`config.mk`:
```
export PLATFORM = sky130hd
export DESIGN_NAME = commit_ctrl_flat
export DESIGN_NICKNAME = d
export VERILOG_FILES = /design/src/rtl/commit_ctrl_pkg.sv /design/src/rtl/commit_ctrl_if.sv /design/src/rtl/commit_ctrl_flush_gen.sv /design/src/rtl/commit_ctrl.sv /design/src/flat_wrapper.sv
export SDC_FILE = /design/constraint.sdc
export NUM_CORES = 1
export LEC_CHECK = 0
export CAP_MARGIN = 20
export CORE_AREA = 2 2 231 233
export DETAILED_ROUTE_END_ITERATION = 8
export DIE_AREA = 0 0 233 235
export GPL_TIMING_DRIVEN = 0
export PLACE_DENSITY = 0.36
export SYNTH_ARGS = -nofsm -noshare
export SYNTH_HDL_FRONTEND = slang
export SYNTH_SLANG_ARGS = --single-unit
```
`constraint.sdc`:
```
create_clock -name clk -period 9.03 [get_ports clk]
set_input_delay 1.806 -clock clk [delete_from_list [all_inputs] [get_ports clk]]
set_output_delay 1.806 -clock clk [all_outputs]
set_load 0.01 [all_outputs]
```
`src/rtl/commit_ctrl_pkg.sv`:
```
// Shared types for the retire stage: FSM states, flush causes and the PC step.
// Imported by commit_ctrl and commit_flush_gen.
package commit_ctrl_pkg;

    typedef enum logic [1:0] {
        S_NORMAL = 2'd0,
        S_FLUSH  = 2'd1,
        S_IDLE   = 2'd2
    } commit_state_e;

    typedef enum logic [2:0] {
        CAUSE_EXC     = 3'd0,
        CAUSE_ERTN    = 3'd1,
        CAUSE_MISPRED = 3'd2,
        CAUSE_SERIAL  = 3'd3,
        CAUSE_IDLE    = 3'd4
    } flush_cause_e;

    localparam logic [31:0] PC_STEP = 32'd4;

    // Sequential PC; wraps modulo 2^32 by construction.
    function automatic logic [31:0] next_pc(input logic [31:0] pc);
        return pc + PC_STEP;
    endfunction

endpackage

```
`src/rtl/commit_ctrl_if.sv`:
```
// Bundle between ROB head, retire stage, ARF, store buffer and the pipeline flush network.
// master = retire stage, slave = surrounding pipeline.
interface commit_ctrl_if #(
    parameter int AREG_W = 5
);
    logic [1:0]             c_valid;
    logic [1:0][31:0]       pc;
    logic [1:0]             w_reg;
    logic [1:0][AREG_W-1:0] areg;
    logic [1:0][31:0]       w_data;
    logic [1:0]             w_mem;
    logic [1:0][31:0]       st_addr;
    logic [1:0][31:0]       st_data;
    logic [1:0]             exc;
    logic [1:0]             mispred;
    logic [1:0][31:0]       br_target;
    logic [1:0]             serial;
    logic [1:0]             ertn;
    logic [1:0]             idle;
    logic [31:0]            eentry;
    logic [31:0]            era;
    logic                   irq;
    logic                   st_ready;

    logic [1:0]             commit_req;
    logic [1:0]             arf_we;
    logic [1:0][AREG_W-1:0] arf_waddr;
    logic [1:0][31:0]       arf_wdata;
    logic                   sb_valid;
    logic [31:0]            sb_addr;
    logic [31:0]            sb_data;
    logic                   flush;
    logic [31:0]            redirect_pc;

    modport master (
        input  c_valid, pc, w_reg, areg, w_data, w_mem, st_addr, st_data,
               exc, mispred, br_target, serial, ertn, idle, eentry, era, irq, st_ready,
        output commit_req, arf_we, arf_waddr, arf_wdata, sb_valid, sb_addr, sb_data,
               flush, redirect_pc
    );

    modport slave (
        output c_valid, pc, w_reg, areg, w_data, w_mem, st_addr, st_data,
               exc, mispred, br_target, serial, ertn, idle, eentry, era, irq, st_ready,
        input  commit_req, arf_we, arf_waddr, arf_wdata, sb_valid, sb_addr, sb_data,
               flush, redirect_pc
    );

endinterface

```
`src/rtl/commit_ctrl_flush_gen.sv`:
```
// Registered flush pulse with redirect selection and the post-flush hold down-counter.
// hold_done is high once the hold window has run out.
module commit_flush_gen
    import commit_ctrl_pkg::*;
#(
    parameter int FLUSH_CYCLES = 2
) (
    input  logic         clk,
    input  logic         rst_n,
    input  logic         flush_req,
    input  flush_cause_e cause,
    input  logic [31:0]  pc0,
    input  logic [31:0]  br_target0,
    input  logic [31:0]  eentry,
    input  logic [31:0]  era,
    input  logic [31:0]  pc_idle,
    output logic         flush,
    output logic [31:0]  redirect_pc,
    output logic         hold_done
);

    localparam int CNT_W = (FLUSH_CYCLES > 1) ? $clog2(FLUSH_CYCLES) : 1;
    // The pulse cycle itself is the first hold cycle, so load one less.
    localparam logic [CNT_W-1:0] CNT_LOAD = CNT_W'(FLUSH_CYCLES - 1);

    logic [CNT_W-1:0] hold_cnt;
    logic [31:0]      redirect_nxt;

    always_comb begin
        redirect_nxt = '0;
        unique case (cause)
            CAUSE_EXC:     redirect_nxt = eentry;
            CAUSE_ERTN:    redirect_nxt = era;
            CAUSE_MISPRED: redirect_nxt = br_target0;
            CAUSE_SERIAL:  redirect_nxt = next_pc(pc0);
            CAUSE_IDLE:    redirect_nxt = next_pc(pc_idle);
            default:       redirect_nxt = '0;
        endcase
    end

    always_ff @(posedge clk) begin
        if (!rst_n) begin
            flush       <= 1'b0;
            redirect_pc <= '0;
            hold_cnt    <= '0;
        end else begin
            flush       <= flush_req;
            redirect_pc <= flush_req ? redirect_nxt : '0;
            if (flush_req) begin
                hold_cnt <= CNT_LOAD;
            end else if (hold_cnt != '0) begin
                hold_cnt <= hold_cnt - 1'b1;
            end
        end
    end

    assign hold_done = (hold_cnt == '0);

endmodule

```
`src/rtl/commit_ctrl.sv`:
```
// In-order two-wide retire stage: commit requests to the ROB, ARF/store writes, flush/redirect.
// Defining COMMIT_PERF_CNT_EN adds the perf_commit_o / perf_flush_o counters.
//
// state    | meaning
// S_NORMAL | retiring from the ROB head
// S_FLUSH  | flush issued, commits held for FLUSH_CYCLES cycles
// S_IDLE   | idle retired, waiting for an interrupt
module commit_ctrl
    import commit_ctrl_pkg::*;
#(
    parameter int FLUSH_CYCLES = 2,
    parameter int AREG_W       = 5
) (
    input  logic          clk,
    input  logic          rst_n,
    commit_ctrl_if.master cif
`ifdef COMMIT_PERF_CNT_EN
    ,
    output logic [63:0]   perf_commit_o,
    output logic [31:0]   perf_flush_o
`endif
);

    localparam logic [AREG_W-1:0] AREG_ZERO = '0;

    commit_state_e state, state_nxt;
    flush_cause_e  cause;
    logic          normal;
    logic          ev0, ev1;
    logic          commit0, commit1;
    logic [1:0]    commit_vec;
    logic          flush_req;
    logic          idle_enter;
    logic          hold_done;
    logic [31:0]   pc_idle;
    logic          unused_hi;

    always_comb begin
        flush_req  = 1'b0;
        idle_enter = 1'b0;
        cause      = CAUSE_EXC;
        state_nxt  = state;

        normal  = rst_n && (state == S_NORMAL);
        ev0     = cif.exc[0] | cif.mispred[0] | cif.serial[0] | cif.ertn[0] | cif.idle[0] | cif.w_mem[0];
        ev1     = cif.exc[1] | cif.mispred[1] | cif.serial[1] | cif.ertn[1] | cif.idle[1] | cif.w_mem[1];
        // A faulting store retires without waiting for the store buffer.
        commit0 = normal && cif.c_valid[0] && (!cif.w_mem[0] || cif.exc[0] || cif.st_ready);
        commit1 = commit0 && cif.c_valid[1] && !ev0 && !ev1;

        if (commit0) begin
            if (cif.exc[0]) begin
                flush_req = 1'b1;
                cause     = CAUSE_EXC;
            end else if (cif.ertn[0]) begin
                flush_req = 1'b1;
                cause     = CAUSE_ERTN;
            end else if (cif.mispred[0]) begin
                flush_req = 1'b1;
                cause     = CAUSE_MISPRED;
            end else if (cif.serial[0]) begin
                flush_req = 1'b1;
                cause     = CAUSE_SERIAL;
            end else if (cif.idle[0]) begin
                idle_enter = 1'b1;
            end
        end

        if (rst_n && (state == S_IDLE) && cif.irq) begin
            flush_req = 1'b1;
            cause     = CAUSE_IDLE;
        end

        case (state)
            S_NORMAL: begin
                if (flush_req) state_nxt = S_FLUSH;
                else if (idle_enter) state_nxt = S_IDLE;
            end
            S_FLUSH:  if (hold_done) state_nxt = S_NORMAL;
            S_IDLE:   if (flush_req) state_nxt = S_FLUSH;
            default:  state_nxt = S_NORMAL;
        endcase
    end

    always_ff @(posedge clk) begin
        if (!rst_n) begin
            state   <= S_NORMAL;
            pc_idle <= '0;
        end else begin
            state <= state_nxt;
            if (idle_enter) pc_idle <= cif.pc[0];
        end
    end

    always_comb begin
        commit_vec     = {commit1, commit0};
        cif.commit_req = commit_vec;
        cif.arf_we     = '0;
        cif.arf_waddr  = '0;
        cif.arf_wdata  = '0;
        for (int i = 0; i < 2; i++) begin
            if (commit_vec[i] && cif.w_reg[i] && !cif.exc[i] && (cif.areg[i] != AREG_ZERO)) begin
                cif.arf_we[i]    = 1'b1;
                cif.arf_waddr[i] = cif.areg[i];
                cif.arf_wdata[i] = cif.w_data[i];
            end
        end
        cif.sb_valid = normal && cif.c_valid[0] && cif.w_mem[0] && !cif.exc[0];
        cif.sb_addr  = cif.sb_valid ? cif.st_addr[0] : '0;
        cif.sb_data  = cif.sb_valid ? cif.st_data[0] : '0;
    end

    // Slot1 fields that only matter once the entry moves into slot0.
    assign unused_hi = ^{cif.pc[1], cif.br_target[1], cif.st_addr[1], cif.st_data[1]};

    commit_flush_gen #(
        .FLUSH_CYCLES(FLUSH_CYCLES)
    ) u_flush_gen (
        .clk         (clk),
        .rst_n       (rst_n),
        .flush_req   (flush_req),
        .cause       (cause),
        .pc0         (cif.pc[0]),
        .br_target0  (cif.br_target[0]),
        .eentry      (cif.eentry),
        .era         (cif.era),
        .pc_idle     (pc_idle),
        .flush       (cif.flush),
        .redirect_pc (cif.redirect_pc),
        .hold_done   (hold_done)
    );

`ifdef COMMIT_PERF_CNT_EN
    always_ff @(posedge clk) begin
        if (!rst_n) begin
            perf_commit_o <= '0;
            perf_flush_o  <= '0;
        end else begin
            perf_commit_o <= perf_commit_o + 64'(commit0) + 64'(commit1);
            perf_flush_o  <= perf_flush_o + 32'(cif.flush);
        end
    end
`endif

endmodule
```
`src/flat_wrapper.sv`:
```
// flat-port wrapper written by rule: the top's interface ports become plain ports
module commit_ctrl_flat import commit_ctrl_pkg::*;
#(
    parameter int FLUSH_CYCLES = 2,
    parameter int AREG_W       = 5
)
  (clk, rst_n, cif_c_valid, cif_pc, cif_w_reg, cif_areg, cif_w_data, cif_w_mem, cif_st_addr, cif_st_data, cif_exc, cif_mispred, cif_br_target, cif_serial, cif_ertn, cif_idle, cif_eentry, cif_era, cif_irq, cif_st_ready, cif_commit_req, cif_arf_we, cif_arf_waddr, cif_arf_wdata, cif_sb_valid, cif_sb_addr, cif_sb_data, cif_flush, cif_redirect_pc);
  commit_ctrl_if #(.AREG_W(AREG_W)) cif_i ();
  input  logic clk;
  input  logic rst_n;
  input wire logic [$bits(cif_i.c_valid)-1:0] cif_c_valid;
  input wire logic [$bits(cif_i.pc)-1:0] cif_pc;
  input wire logic [$bits(cif_i.w_reg)-1:0] cif_w_reg;
  input wire logic [$bits(cif_i.areg)-1:0] cif_areg;
  input wire logic [$bits(cif_i.w_data)-1:0] cif_w_data;
  input wire logic [$bits(cif_i.w_mem)-1:0] cif_w_mem;
  input wire logic [$bits(cif_i.st_addr)-1:0] cif_st_addr;
  input wire logic [$bits(cif_i.st_data)-1:0] cif_st_data;
  input wire logic [$bits(cif_i.exc)-1:0] cif_exc;
  input wire logic [$bits(cif_i.mispred)-1:0] cif_mispred;
  input wire logic [$bits(cif_i.br_target)-1:0] cif_br_target;
  input wire logic [$bits(cif_i.serial)-1:0] cif_serial;
  input wire logic [$bits(cif_i.ertn)-1:0] cif_ertn;
  input wire logic [$bits(cif_i.idle)-1:0] cif_idle;
  input wire logic [$bits(cif_i.eentry)-1:0] cif_eentry;
  input wire logic [$bits(cif_i.era)-1:0] cif_era;
  input wire logic [$bits(cif_i.irq)-1:0] cif_irq;
  input wire logic [$bits(cif_i.st_ready)-1:0] cif_st_ready;
  output wire logic [$bits(cif_i.commit_req)-1:0] cif_commit_req;
  output wire logic [$bits(cif_i.arf_we)-1:0] cif_arf_we;
  output wire logic [$bits(cif_i.arf_waddr)-1:0] cif_arf_waddr;
  output wire logic [$bits(cif_i.arf_wdata)-1:0] cif_arf_wdata;
  output wire logic [$bits(cif_i.sb_valid)-1:0] cif_sb_valid;
  output wire logic [$bits(cif_i.sb_addr)-1:0] cif_sb_addr;
  output wire logic [$bits(cif_i.sb_data)-1:0] cif_sb_data;
  output wire logic [$bits(cif_i.flush)-1:0] cif_flush;
  output wire logic [$bits(cif_i.redirect_pc)-1:0] cif_redirect_pc;
  assign cif_i.c_valid = cif_c_valid;
  assign cif_i.pc = cif_pc;
  assign cif_i.w_reg = cif_w_reg;
  assign cif_i.areg = cif_areg;
  assign cif_i.w_data = cif_w_data;
  assign cif_i.w_mem = cif_w_mem;
  assign cif_i.st_addr = cif_st_addr;
  assign cif_i.st_data = cif_st_data;
  assign cif_i.exc = cif_exc;
  assign cif_i.mispred = cif_mispred;
  assign cif_i.br_target = cif_br_target;
  assign cif_i.serial = cif_serial;
  assign cif_i.ertn = cif_ertn;
  assign cif_i.idle = cif_idle;
  assign cif_i.eentry = cif_eentry;
  assign cif_i.era = cif_era;
  assign cif_i.irq = cif_irq;
  assign cif_i.st_ready = cif_st_ready;
  assign cif_commit_req = cif_i.commit_req;
  assign cif_arf_we = cif_i.arf_we;
  assign cif_arf_waddr = cif_i.arf_waddr;
  assign cif_arf_wdata = cif_i.arf_wdata;
  assign cif_sb_valid = cif_i.sb_valid;
  assign cif_sb_addr = cif_i.sb_addr;
  assign cif_sb_data = cif_i.sb_data;
  assign cif_flush = cif_i.flush;
  assign cif_redirect_pc = cif_i.redirect_pc;
  commit_ctrl #(.FLUSH_CYCLES(FLUSH_CYCLES), .AREG_W(AREG_W)) u_core (.clk(clk), .rst_n(rst_n), .cif(cif_i));
endmodule
```
== Word level (Yosys, flattened, before mapping) ==
Index checks and enable logic that the tools add are counted.
Word-level totals
  bits in registers: 68
  word-level logic and storage cells: 90
Cells by class
  equal/unequal tests: 9
  multiplexer cells: 34
  $add $sub $neg: 3
  bitwise operators: 10
  reductions and logical operators: 29
Operators with widths (count)
  32-bit case mux with 5 select lines: 1
  32-bit two-way mux: 4
  32-bit by 3-bit adder with 32-bit output, second input constant: 2
  1-bit logical AND: 16
  1-bit two-way mux: 16
  3-bit two-way mux: 5
  2-bit two-way mux: 5
  5-bit two-way mux: 2
  1-bit bitwise OR: 10
  5-bit nonzero test: 2
  3-bit by 2-bit == test with 1-bit output, second input constant: 2
  2-bit case mux with 3 select lines: 1
  1-bit zero test: 5
  2-bit != test, second input constant: 2
  3-bit by 1-bit == test with 1-bit output, second input constant: 1
  3-bit == test, second input constant: 1
  3-bit zero test: 1
  3-bit by 2-bit != test with 1-bit output, second input constant: 1
  3-bit AND reduction: 1
  2-bit by 1-bit == test with 1-bit output, second input constant: 1
  2-bit == test, second input constant: 1
  2-bit zero test: 1
  1-bit logical OR: 2
  2-bit AND reduction: 1
  1-bit subtractor, second input constant: 1

== Longest topological paths before layout ==
Gate-level depths: netlist of run 1.
  depth in word-level cells: 12
  depth in mapped cells: 13
  gate-level depth less buffers: 9

== Cells and area by module ==
From an unflattened synthesis of run 1, not the netlist that was laid out.
Unflattened totals
  cell total of the unflattened synthesis: 770
  area, all modules: 5848.1 um2
By module, submodules not included
  commit_flush_gen: times used 1, area each 3140.5 um2, seq. area each 660.6 um2, cells each 419
  commit_ctrl: times used 1, area each 2707.6 um2, seq. area each 680.7 um2, cells each 351

== Worst setup path after synthesis of run 1 ==
Ideal clock, no wire load.
  path kind: input port to output port
  from: in cif_serial[1]
  to: out cif_arf_wdata[54]
  data required time: 7.224 ns
  stages: 7
  data arrival time: 3.674 ns
  path buffers: 1
  setup slack: 3.550 ns
  cells stage by stage: or4_1 -> nor3_1 -> nand4_1 -> nor4_1 -> o21a_1 -> clkbuf_1 -> and2_1
Between the ends
  cells in the longest elaborated chain, start to end: 10
RTL lines
  from (decl): RTL line flat_wrapper.sv:22  | input wire logic [$bits(cif_i.serial)-1:0] cif_serial;
  1-bit bitwise OR (4 in series): RTL line commit_ctrl.sv:46  | ev1 = cif.exc[1] | cif.mispred[1] | cif.serial[1] | cif.ertn[1] | cif.idle[1] | cif.w_mem[1];
  1-bit zero test: RTL line commit_ctrl.sv:49  | commit1 = commit0 && cif.c_valid[1] && !ev0 && !ev1;
  1-bit logical AND: RTL line commit_ctrl.sv:49
  1-bit logical AND (3 in series): RTL line commit_ctrl.sv:102  | if (commit_vec[i] && cif.w_reg[i] && !cif.exc[i] && (cif.areg[i] != AREG_ZERO)) begin
  32-bit two-way mux: RTL line commit_ctrl.sv:102
  to (decl): RTL line flat_wrapper.sv:32  | output wire logic [$bits(cif_i.arf_wdata)-1:0] cif_arf_wdata;
No other way between the ends.

== Worst setup path after layout of run 1 ==
  from: in cif_ertn[0]
  to: out cif_arf_wdata[37]
Between the ends
  cells in the longest elaborated chain, start to end: 10
RTL lines
  from (decl): RTL line flat_wrapper.sv:23  | input wire logic [$bits(cif_i.ertn)-1:0] cif_ertn;
  1-bit bitwise OR (3 in series): RTL line commit_ctrl.sv:45  | ev0 = cif.exc[0] | cif.mispred[0] | cif.serial[0] | cif.ertn[0] | cif.idle[0] | cif.w_mem[0];
  1-bit zero test: RTL line commit_ctrl.sv:49
  1-bit logical AND (2 in series): RTL line commit_ctrl.sv:49
  1-bit logical AND (3 in series): RTL line commit_ctrl.sv:102
  32-bit two-way mux: RTL line commit_ctrl.sv:102
No other way between the ends.

==> results of run 1 <==
-- power by group through the flow --
stage / clock, µW / sequential [µW] / combinational, µW
floorplan: 0 / 323 / 66.6
global placement: 0 / 318 / 285
detailed placement: 0 / 318 / 285
CTS: 394 / 312 / 288
global route: 409 / 313 / 303
finish: 380 / 312 / 282
-- worst register-to-register path: cells and delay by family (launching register included) --
family	cells	cell delay [ns]
AO/OA/AOI/OAI	2	0.95
XOR/XNOR	1	0.17
adder cells (fa/ha/maj)	1	0.29
buffers and inverters	4	1.86
flip-flops	1	0.40
AND/OR/NAND/NOR	4	0.70
-- layout by cell type (no fill, tap or decap), types with 11 or more instances in the layout --
master and instances:
a21boi_0 33, a21oi_1 24, a221oi_1 11, a22o_1 23, a22oi_1 15, and2_1 136
and3_1 14, clkbuf_1 47, clkdlybuf4s50_1 459, dfxtp_1 67, mux2i_1 18, nand2_1 101
nand3_1 24, nand4_1 13, nor2_1 17, o22ai_1 19, xnor2_1 21, xor2_1 12
-- through the flow --
stage	cell area (µm²)	power [µW]	hold WS (ns)
2_1_floorplan	5070	390	0.443
3_3_place_gp	10500	604	0.458
3_5_place_dp	10500	604	0.466
4_1_cts	10800	993	0.476
5_1_grt	10900	1020	0.502
6_report	10900	974	0.471
-- cell families (layout without fill, tap and decap cells) --
group,count (synthesis),in the layout,synth area share
other cells,0,6,0
mux,19,19,0.0378
xor+xnor,33,33,0.0570
compound gates,156,156,0.221
flops,67,67,0.265
simple gates,344,344,0.372
fa+ha+maj,1,1,0.00247
buf+inv,57,535,0.0452
-- layout make-up --
| type | count | area (µm²) | share of cell area |
|---|---|---|---|
| sequential | 67 | 1340 | 0.123 |
| timing repair buffer | 462 | 4610 | 0.425 |
| inverter | 6 | 22.5 | 0.00207 |
| multi-input combinational | 553 | 3500 | 0.322 |
| clock buffer | 13 | 260 | 0.0240 |
| tap | 688 | 861 | 0.0793 |
| clock inverter | 3 | 46.3 | 0.00426 |
| buffer | 51 | 206 | 0.0190 |
| antenna | 6 | 15.0 | 0.00138 |
-- Yosys cell counts (2+ instances only) --
library cell / number / area, µm²
dfxtp_1: 67 / 1340
nor3_1: 6 / 30.0
o22ai_1: 19 / 119
clkbuf_1: 45 / 169
xor2_1: 12 / 105
o21ai_0: 10 / 50.1
nand4_1: 13 / 81.3
xnor2_1: 21 / 184
buf_1: 3 / 11.3
inv_1: 6 / 22.5
or3_1: 5 / 31.3
nand2b_1: 2 / 12.5
and3_1: 14 / 87.6
nand2_1: 101 / 379
a221oi_1: 11 / 96.3
or4_1: 6 / 45.0
a21oi_1: 24 / 120
and2_1: 136 / 851
and4_1: 3 / 26.3
a21boi_0: 33 / 248
nor4b_1: 2 / 17.5
mux2i_1: 18 / 180
a22oi_1: 15 / 113
nor3b_1: 2 / 15.0
nor2_1: 17 / 63.8
a221o_1: 4 / 40.0
buf_4: 2 / 15.0
a222oi_1: 2 / 20.0
nand3_1: 24 / 120
a22o_1: 23 / 201
a31oi_1: 7 / 43.8
a211oi_1: 2 / 15.0
nor4_1: 3 / 18.8
-- worst min path at each step --
stage | from | to | cells after the start | slack, ns
floorplan | u_core.pc_idle[31] | u_core.pc_idle[31] | 2 | 0.44
global placement | u_core.pc_idle[31] | u_core.pc_idle[31] | 2 | 0.46
detailed placement | u_core.pc_idle[31] | u_core.pc_idle[31] | 2 | 0.47
CTS | u_core.pc_idle[31] | u_core.pc_idle[31] | 2 | 0.48
global route | u_core.pc_idle[1] | u_core.pc_idle[1] | 2 | 0.50
finish | u_core.pc_idle[31] | u_core.pc_idle[31] | 2 | 0.47
-- registers in the layout, summed over array words and instances (netlist names) --
name,flops
u_core.pc_idle,32
u_core.u_flush_gen.hold_cnt,1
u_core.u_flush_gen.redirect_pc,32
u_core.state,2
-- layer usage --
layer | up-vias | share of wire
met3 | 55 | 0.10
li1 | 3348 | -
met4 | 6 | 0.016
met2 | 366 | 0.50
met5 | - | 0.00092
met1 | 3282 | 0.38
==> impl_metrics.tcl, run 1 <==
set metrics [dict create \
    detailedRoute.firstIterationViolations 296 \
    crit_buf_inv 3 \
    fin_util 0.208 \
    worst-path-max-fanout 10 \
    clkPwrFrac 0.390 \
    drc 0 \
    met2_usage 0.275 \
    syn_nets 1092 \
    clk_latency_ns 0.35 \
    top_usage_layer "met2" \
    chipHeight_um 235 \
    worstRegToRegCells 12 \
    worstReg2RegStart "u_core.state[0]" \
    syn_to_final_growth_pct 114 \
    grt_usage 0.154 \
    grt_overflow_total 0 \
    clockRootBuffer "clkbuf_16" \
    worstSetupEndpoint "cif_arf_wdata[37]" \
    cp_slowest_cell "clkdlybuf4s50_1" \
    tritoncts "built" \
    firstDrtPassIters 4 \
    placedCellCount 1825 \
    max_stage_delay_ns 0.63 \
    cts_buffer_depth 2 \
    slew_viol_final 0 \
    peakVddDrop_mv 0.0802 \
    cp.required_ns 7.22 \
    power_switching_share 0.272 \
    finClkSkew_ns 0.00992 \
    slew_headroom 0.181 \
    grt_pass1_wl_mm 59.2 \
    dr_total_vias 7057 \
    ios 590 \
    p_switching_uw 265 \
    fin_ws_ns 1.87 \
    wirelength_mm 43.5 \
    place_congestion 0.811 \
    numCtsBuffers 9 \
    cts_num_sinks 67 \
    ys.flop_type "dfxtp_1" \
    critPathLaunchType "input port" \
    detail_route.vias_per_cell 3.82 \
    crit_chain "clkdlybuf4s50_1 -> or3_1 -> nor2_1 -> nand4_1 -> nor4_1 -> o21a_1 -> clkbuf_1 -> and2_1 -> clkdlybuf4s50_1" \
    combPwrFrac 0.290 \
    hold_buffers 0 \
    drive_gt1_frac 0.0242 \
    nets 1565 \
    seqPwrFrac 0.320 \
    num_rows 84 \
    setup_tns_ns 0 \
    crit_type "in2out" \
    p_leak_uw 0.00379 \
    use_met1 0.167 \
    grt_start_max_net_pins 12 \
    die_width_um 233 \
    syn_area_um2 5070 \
    worstMarginPinSlew_ns 1.23 \
    ys_types 52 \
    status "complete, no violations" \
    hold_violations 0 \
    ctsResizeCount 0 \
    htreeDepth 3 \
    yosysSeqAreaShare 0.265 \
    die_area_um2 54800 \
    grt_antenna_before_repair 26 \
    crit_top_cell "clkdlybuf4s50_1" \
    reg2reg_slack_ns 4.54 \
    reg2reg_to "u_core.u_flush_gen.redirect_pc[24]" \
    ys_ff_latch 67 \
    crit_arrival_ns 5.35 \
    cp-end-kind "output port" \
    ant_nets 0 \
    period_share 0.793 \
    syn_area_per_cell_um2 7.49 \
    pre_cts_ws_ns 1.77 \
    startpoint "cif_ertn[0]" \
    ys_warn_count 0 \
    start_util 0.0970 \
    min_path_type "reg2reg" \
    max_freq_mhz 140 \
    syn_inst 677 \
    routedWlPerCell_um 23.6 \
    grt_pass1_vias 7451 \
    synthArstFlopShare 0 \
    clkTransAtPathRegs_ns 0.06 \
    dp_hpwl_mm 37.3 \
    place.port_buffers 459 \
    power.internal_uw 708 \
    synth_edf_count 0 \
    crit_family "simple AND/OR/NAND/NOR gates" \
    fin_crit_ns 7.16 \
    maxCapViolations 0 \
    gr-usage-met3 0.0613 \
    n_fill_cell 5916 \
    post-cts-setup-buffers 0 \
    setup_viol 0 \
    crit_cells 9 \
    rsz0062_at_grt "false" \
    core-area_um2 52200 \
    instances_no_fill 1849 \
    powerDensity_nw_per_um2 89.6 \
]
No activity file was read; power rests on OpenSTA's default activity.
==> run 2, diff against run 1 <==
CORE_AREA = 2 2 233 235   (was 2 2 231 233)
DIE_AREA = 0 0 235 237   (was 0 0 233 235)
clock period = 6.6 ns   (was 9.03 ns; I/O delays follow)
==> run 2 against run 1 <==
Count of clock-buffer cells in the layout fell by 1; cell count rose by 0.43%; combinational power rose by 35%; cell area rose by 0.30%; setup slack got worse by 1.3 ns; via count fell by 2.0%; utilization fell by 0.35 points; register-to-register slack got worse by 2.2 ns; hold slack got worse by 0.0044 ns; global-route usage fell by 1.9 points; critical endpoint is now cif_arf_wdata[55]; highest routed layer unchanged.
==> impl_metrics.tcl, run 2 (synthesized netlist as in run 1, its figures left out) <==
set metrics [dict create \
    status "complete, no violations" \
    cts_buffer_depth 2 \
    crit_top_cell "clkdlybuf4s50_1" \
    start_util 0.0951 \
    seq_area_um2 1340 \
    grt_usage 0.135 \
    crit_buf_inv 3 \
    wirelength_mm 39.5 \
    ios 590 \
    n_fill_cell 5929 \
    largest_registers "u_core.pc_idle x32, u_core.u_flush_gen.redirect_pc x32, u_core.state x2" \
    dp_hpwl_mm 34.1 \
    max_freq_mhz 166 \
    hold_buffers 0 \
    detailedRoute.firstIterationViolations 312 \
    clockRootBuffer "clkbuf_16" \
    finClkSkew_ns 0.00829 \
    mostFrequentLayoutCell "clkdlybuf4s50_1" \
    crit_chain "clkdlybuf4s50_1 -> or3_1 -> nor2_1 -> nand4_1 -> nor4_2 -> o21a_1 -> clkbuf_1 -> and2_1 -> clkdlybuf4s50_1" \
    firstDrtPassIters 5 \
    htreeDepth 3 \
    maxCapViolations 0 \
    fin_crit_ns 6.04 \
    routedWlPerCell_um 21.3 \
    peakVddDrop_mv 0.0794 \
    slew_headroom 0.266 \
    hold_violations 0 \
    drive_gt1_frac 0.0277 \
    powerDensity_nw_per_um2 122 \
    ant_nets 0 \
    critPathLaunchType "input port" \
    grt_overflow_total 0 \
    grt_antenna_before_repair 22 \
    period_share 0.915 \
    cts_num_sinks 67 \
    power_uw 1330 \
    clkTransAtPathRegs_ns 0.05 \
    slew_viol_final 0 \
    fin_util 0.204 \
    die_area_um2 55700 \
    fin_ws_ns 0.560 \
    max_stage_delay_ns 0.57 \
    cp-end-kind "output port" \
    grt_pass1_wl_mm 54.3 \
    die_width_um 235 \
    crit_family "simple AND/OR/NAND/NOR gates" \
    num_rows 85 \
    core-area_um2 53300 \
    cp_slowest_cell "clkdlybuf4s50_1" \
    dr_total_vias 6918 \
    grt_start_max_net_pins 12 \
    tritoncts "built" \
    syn_to_final_growth_pct 115 \
    rsz0062_at_grt "false" \
    worst-path-max-fanout 10 \
    drc 0 \
    worstMarginPinSlew_ns 1.10 \
    detail_route.vias_per_cell 3.73 \
    grt_pass1_vias 7383 \
    chipHeight_um 237 \
    numCtsBuffers 9 \
    crit_arrival_ns 4.72 \
    min_path_type "reg2reg" \
    layout_common_cells "clkdlybuf4s50_1 (459), and2_1 (136), nand2_1 (101), dfxtp_1 (67), clkbuf_1 (45)" \
    pre_cts_ws_ns 0.230 \
    post-cts-setup-buffers 0 \
    multi_input_area_um2 3500 \
    p_leak_uw 0.00380 \
    setup_tns_ns 0 \
    setup_viol 0 \
    cp.required_ns 5.28 \
    clk_latency_ns 0.35 \
    nets 1566 \
    place_congestion 0.842 \
    crit_type "in2out" \
    ctsResizeCount 0 \
    place.port_buffers 459 \
]
run 2: final cells by class:
| type | instances | share of cell area |
|---|---|---|
| plain buffers | 51 | 0.0190 |
| clock buffers | 12 | 0.0245 |
| inverters | 6 | 0.00207 |
| flip-flops and latches | 67 | 0.123 |
| clock inverters | 4 | 0.00436 |
| repair buffers | 463 | 0.424 |
| diodes | 5 | 0.00115 |
| multi-input cells | 553 | 0.322 |
| well taps | 696 | 0.0799 |
run 2: path summary, 6_finish.rpt:
check / start / endpoint / slack [ns] / depth (start not counted)
worst max register to register: u_core.state[0] / u_core.u_flush_gen.redirect_pc[24] / 2.39 / 12
worst min register to register: u_core.pc_idle[31] / u_core.pc_idle[31] / 0.47 / 2
worst min-delay path: u_core.pc_idle[31] / u_core.pc_idle[31] / 0.47 / 2
worst max-delay path: cif_ertn[0] / cif_arf_wdata[55] / 0.56 / 9
run 2: power breakdown:
group | switching, µW | internal, µW | leakage [µW]
clock network | 195 | 322 | 0.000155
logic | 147 | 234 | 0.00310
registers | 6.27 | 421 | 0.000544
run 2: worst register-to-register path, stage by stage, from the launching register on:
cell	delay, ns
dfxtp_1	0.40
nand4b_2	0.25
clkbuf_1	0.38
buf_1	0.51
buf_1	0.72
nand2_1	0.13
nand2_1	0.15
ha_1	0.29
inv_1	0.18
a221oi_1	0.42
nand2_1	0.18
xnor2_1	0.16
a221o_1	0.34
run 2: stage by stage:
stage                     instances  area, µm²  hold slack [ns]
after floorplan                 677       5070            0.443
after global placement         1832      10500            0.454
after detailed placement       1835      10600            0.460
after CTS                      1851      10900            0.468
after global routing           1855      10900            0.493
final                          1857      10900            0.467
run 2: layer usage:
metal / vias up / global-route usage / wire length, µm
li1: 3348 / - / -
met5: - / 0 / 94
met2: 359 / 0.249 / 20300
met4: 16 / 0.0382 / 860
met3: 58 / 0.0453 / 3280
met1: 3137 / 0.146 / 14900
==> run 3, diff against run 2 <==
CORE_AREA = 2 2 228 230   (was 2 2 233 235)
DIE_AREA = 0 0 230 232   (was 0 0 235 237)
PLACE_DENSITY = 0.39   (was 0.36)
SYNTH_HIERARCHICAL = 1   (was default)
==> run 3 against run 2 <==
Synthesized cell count grew 14%; synthesized area grew 15%; highest routed layer unchanged; utilization grew 2.5 points; wire length shrank 2.5%; via count grew 12%; critical path depth grew 8; sequential share of layout area shrank 0.82 points; setup slack gained 0.0041 ns; count of clock-buffer cells in the layout shrank 3; cell area grew 7.2%; global-route usage grew 0.12 points.
==> impl_metrics.tcl, run 3 <==
set metrics [dict create \
    status "complete, no violations" \
    syn_inst 770 \
    die_area_um2 53400 \
    largest_registers "u_core/pc_idle x32, u_core/u_flush_gen/redirect_pc x32, u_core/state x2" \
    routedWlPerCell_um 19.9 \
    fin_util 0.229 \
    ys_warn_count 6 \
    dp_hpwl_mm 33.1 \
    layout_common_cells "clkdlybuf4s50_1 (461), mux2i_1 (87), nand2_1 (80), dfxtp_1 (67), and2_1 (65)" \
    cp.required_ns 6.81 \
    grt_pass1_wl_mm 53.9 \
    power_uw 1300 \
    hold_violations 0 \
    htreeDepth 3 \
    fin_ws_ns 0.564 \
    num_rows 83 \
    ys_types 59 \
    ys.flop_type "dfxtp_1" \
    synthTopCellsByArea "dfxtp_1 (23%), mux2i_1 (15%), and2_1 (7.0%)" \
    detail_route.vias_per_cell 4.00 \
    mostFrequentLayoutCell "clkdlybuf4s50_1" \
    rsz0062_at_grt "false" \
    p_leak_uw 0.00434 \
    place.port_buffers 461 \
    ys_ff_latch 67 \
    syn_nets 1185 \
    yosysSeqAreaShare 0.229 \
    chipHeight_um 232 \
    max_freq_mhz 166 \
    wirelength_mm 38.5 \
    n_fill_cell 5667 \
    syn_area_um2 5850 \
    crit_arrival_ns 6.24 \
    synth_top_cell_area_share 0.229 \
    worstMarginPinSlew_ns 1.01 \
    period_share 0.915 \
    clk_latency_ns 0.34 \
    drc 0 \
    grt_start_max_net_pins 14 \
    slew_headroom 0.326 \
    seq_area_um2 1340 \
    maxCapViolations 0 \
    nets 1657 \
    synth_top_area_cell "dfxtp_1" \
    start_util 0.115 \
    pre_cts_ws_ns -0.172 \
    worst-path-max-fanout 10 \
    multi_input_area_um2 4010 \
    grt_overflow_total 0 \
    tritoncts "built" \
    ant_nets 0 \
    powerDensity_nw_per_um2 112 \
    drive_gt1_frac 0.0585 \
    clkTransAtPathRegs_ns 0.07 \
    syn_area_per_cell_um2 7.59 \
    clockRootBuffer "clkbuf_16" \
    crit_type "in2reg" \
    setup_viol 0 \
    synthArstFlopShare 0 \
    numCtsBuffers 9 \
    min_path_type "reg2reg" \
    cp-end-kind "register" \
    finClkSkew_ns 0.0118 \
    synth_edf_count 0 \
    syn_to_final_growth_pct 99.6 \
    synth_common_cells "mux2i_1 (87), nand2_1 (80), dfxtp_1 (67)" \
    slew_viol_final 0 \
    ctsResizeCount 0 \
    detailedRoute.firstIterationViolations 414 \
    place_congestion 0.854 \
    post-cts-setup-buffers 0 \
    firstDrtPassIters 5 \
    grt_antenna_before_repair 12 \
    core-area_um2 50900 \
    grt_usage 0.137 \
    cts_buffer_depth 2 \
    die_width_um 230 \
    cts_num_sinks 67 \
    dr_total_vias 7733 \
    synth_most_common_cell "mux2i_1" \
    grt_pass1_vias 7860 \
    fin_crit_ns 6.04 \
    peakVddDrop_mv 0.109 \
    ios 590 \
    critPathLaunchType "input port" \
    hold_buffers 0 \
]
-- run 3: changes by cell type in the layout (fill, tap and decap cells not counted), moves of 18 or more --
cell / before / now
a21boi_0: 33 / 1
a22o_1: 23 / 1
and2_1: 136 / 65
clkbuf_1: 45 / 27
inv_1: 6 / 48
mux2i_1: 18 / 87
nand2_1: 101 / 80
nor2_1: 17 / 62
nor3b_1: 2 / 35
nor4b_1: 2 / 30
-- run 3: critical path, cell delays in order --
cell and delay (ns):
clkdlybuf4s50_1 0.64, or3b_2 0.18, buf_2 0.17, nand2_1 0.13
nor3_1 0.55, or3b_1 0.22, buf_6 0.17, buf_2 0.34
buf_1 0.60, nand2_1 0.11, nand2_1 0.13, ha_1 0.19
inv_1 0.12, nor4_4 0.50, o21ai_2 0.18, o31a_1 0.27
or3_1 0.41
-- run 3: power breakdown --
part,total [µW],internal (µW),leakage [µW],switching (µW)
Clock,533,333,0.000156,200
Combinational,355,225,0.00364,130
Sequential,415,412,0.000542,3.41
Total,1300,970,0.00434,333
-- run 3: stage by stage --
step	hold slack [ns]	TNS, ns	instances	area [µm²]
after CTS	0.466	0	1927	11600
after floorplan	0.435	0	770	5850
after global routing	0.485	0	1929	11700
final	0.458	0	1934	11700
after global placement	0.447	-0.653	1911	11300
after detailed placement	0.456	-0.678	1911	11300
-- run 3: per-layer routing --
metal,share of wire,up-vias,GRT usage
met5,0.0016,-,0
met4,0.0060,10,0.0159
met3,0.078,28,0.0444
met2,0.54,305,0.265
met1,0.38,3697,0.146
li1,-,3693,-
-- run 3: layout make-up --
type,count,share of cell area
antenna,7,0.00150
buffer,63,0.0286
clock buffer,9,0.0193
clock inverter,7,0.00879
inverter,48,0.0154
multi-input combinational,592,0.343
sequential,67,0.115
tap,680,0.0729
timing repair buffer,461,0.395
-- run 3: path summary, 6_finish.rpt --
kind / startpoint / to / slack [ns] / depth (start not counted)
worst min register to register: u_core/pc_idle[31] / u_core/pc_idle[31] / 0.46 / 2
worst min-delay path: u_core/pc_idle[31] / u_core/pc_idle[31] / 0.46 / 2
worst max-delay path: cif_exc[0] / u_core/u_flush_gen/redirect_pc[30] / 0.56 / 17
worst max register to register: u_core/state[1] / u_core/u_flush_gen/redirect_pc[30] / 1.78 / 15
-- run 3: kinds of logic after synthesis --
logic type               share of synthesized area
AND/OR/NAND/NOR                              0.373
buffers and inverters                       0.0879
AO/OA/AOI/OAI                                0.123
multiplexers                                 0.168
flip-flops                                   0.229
XOR/XNOR                                    0.0165
adder cells (fa/ha/maj)                    0.00214
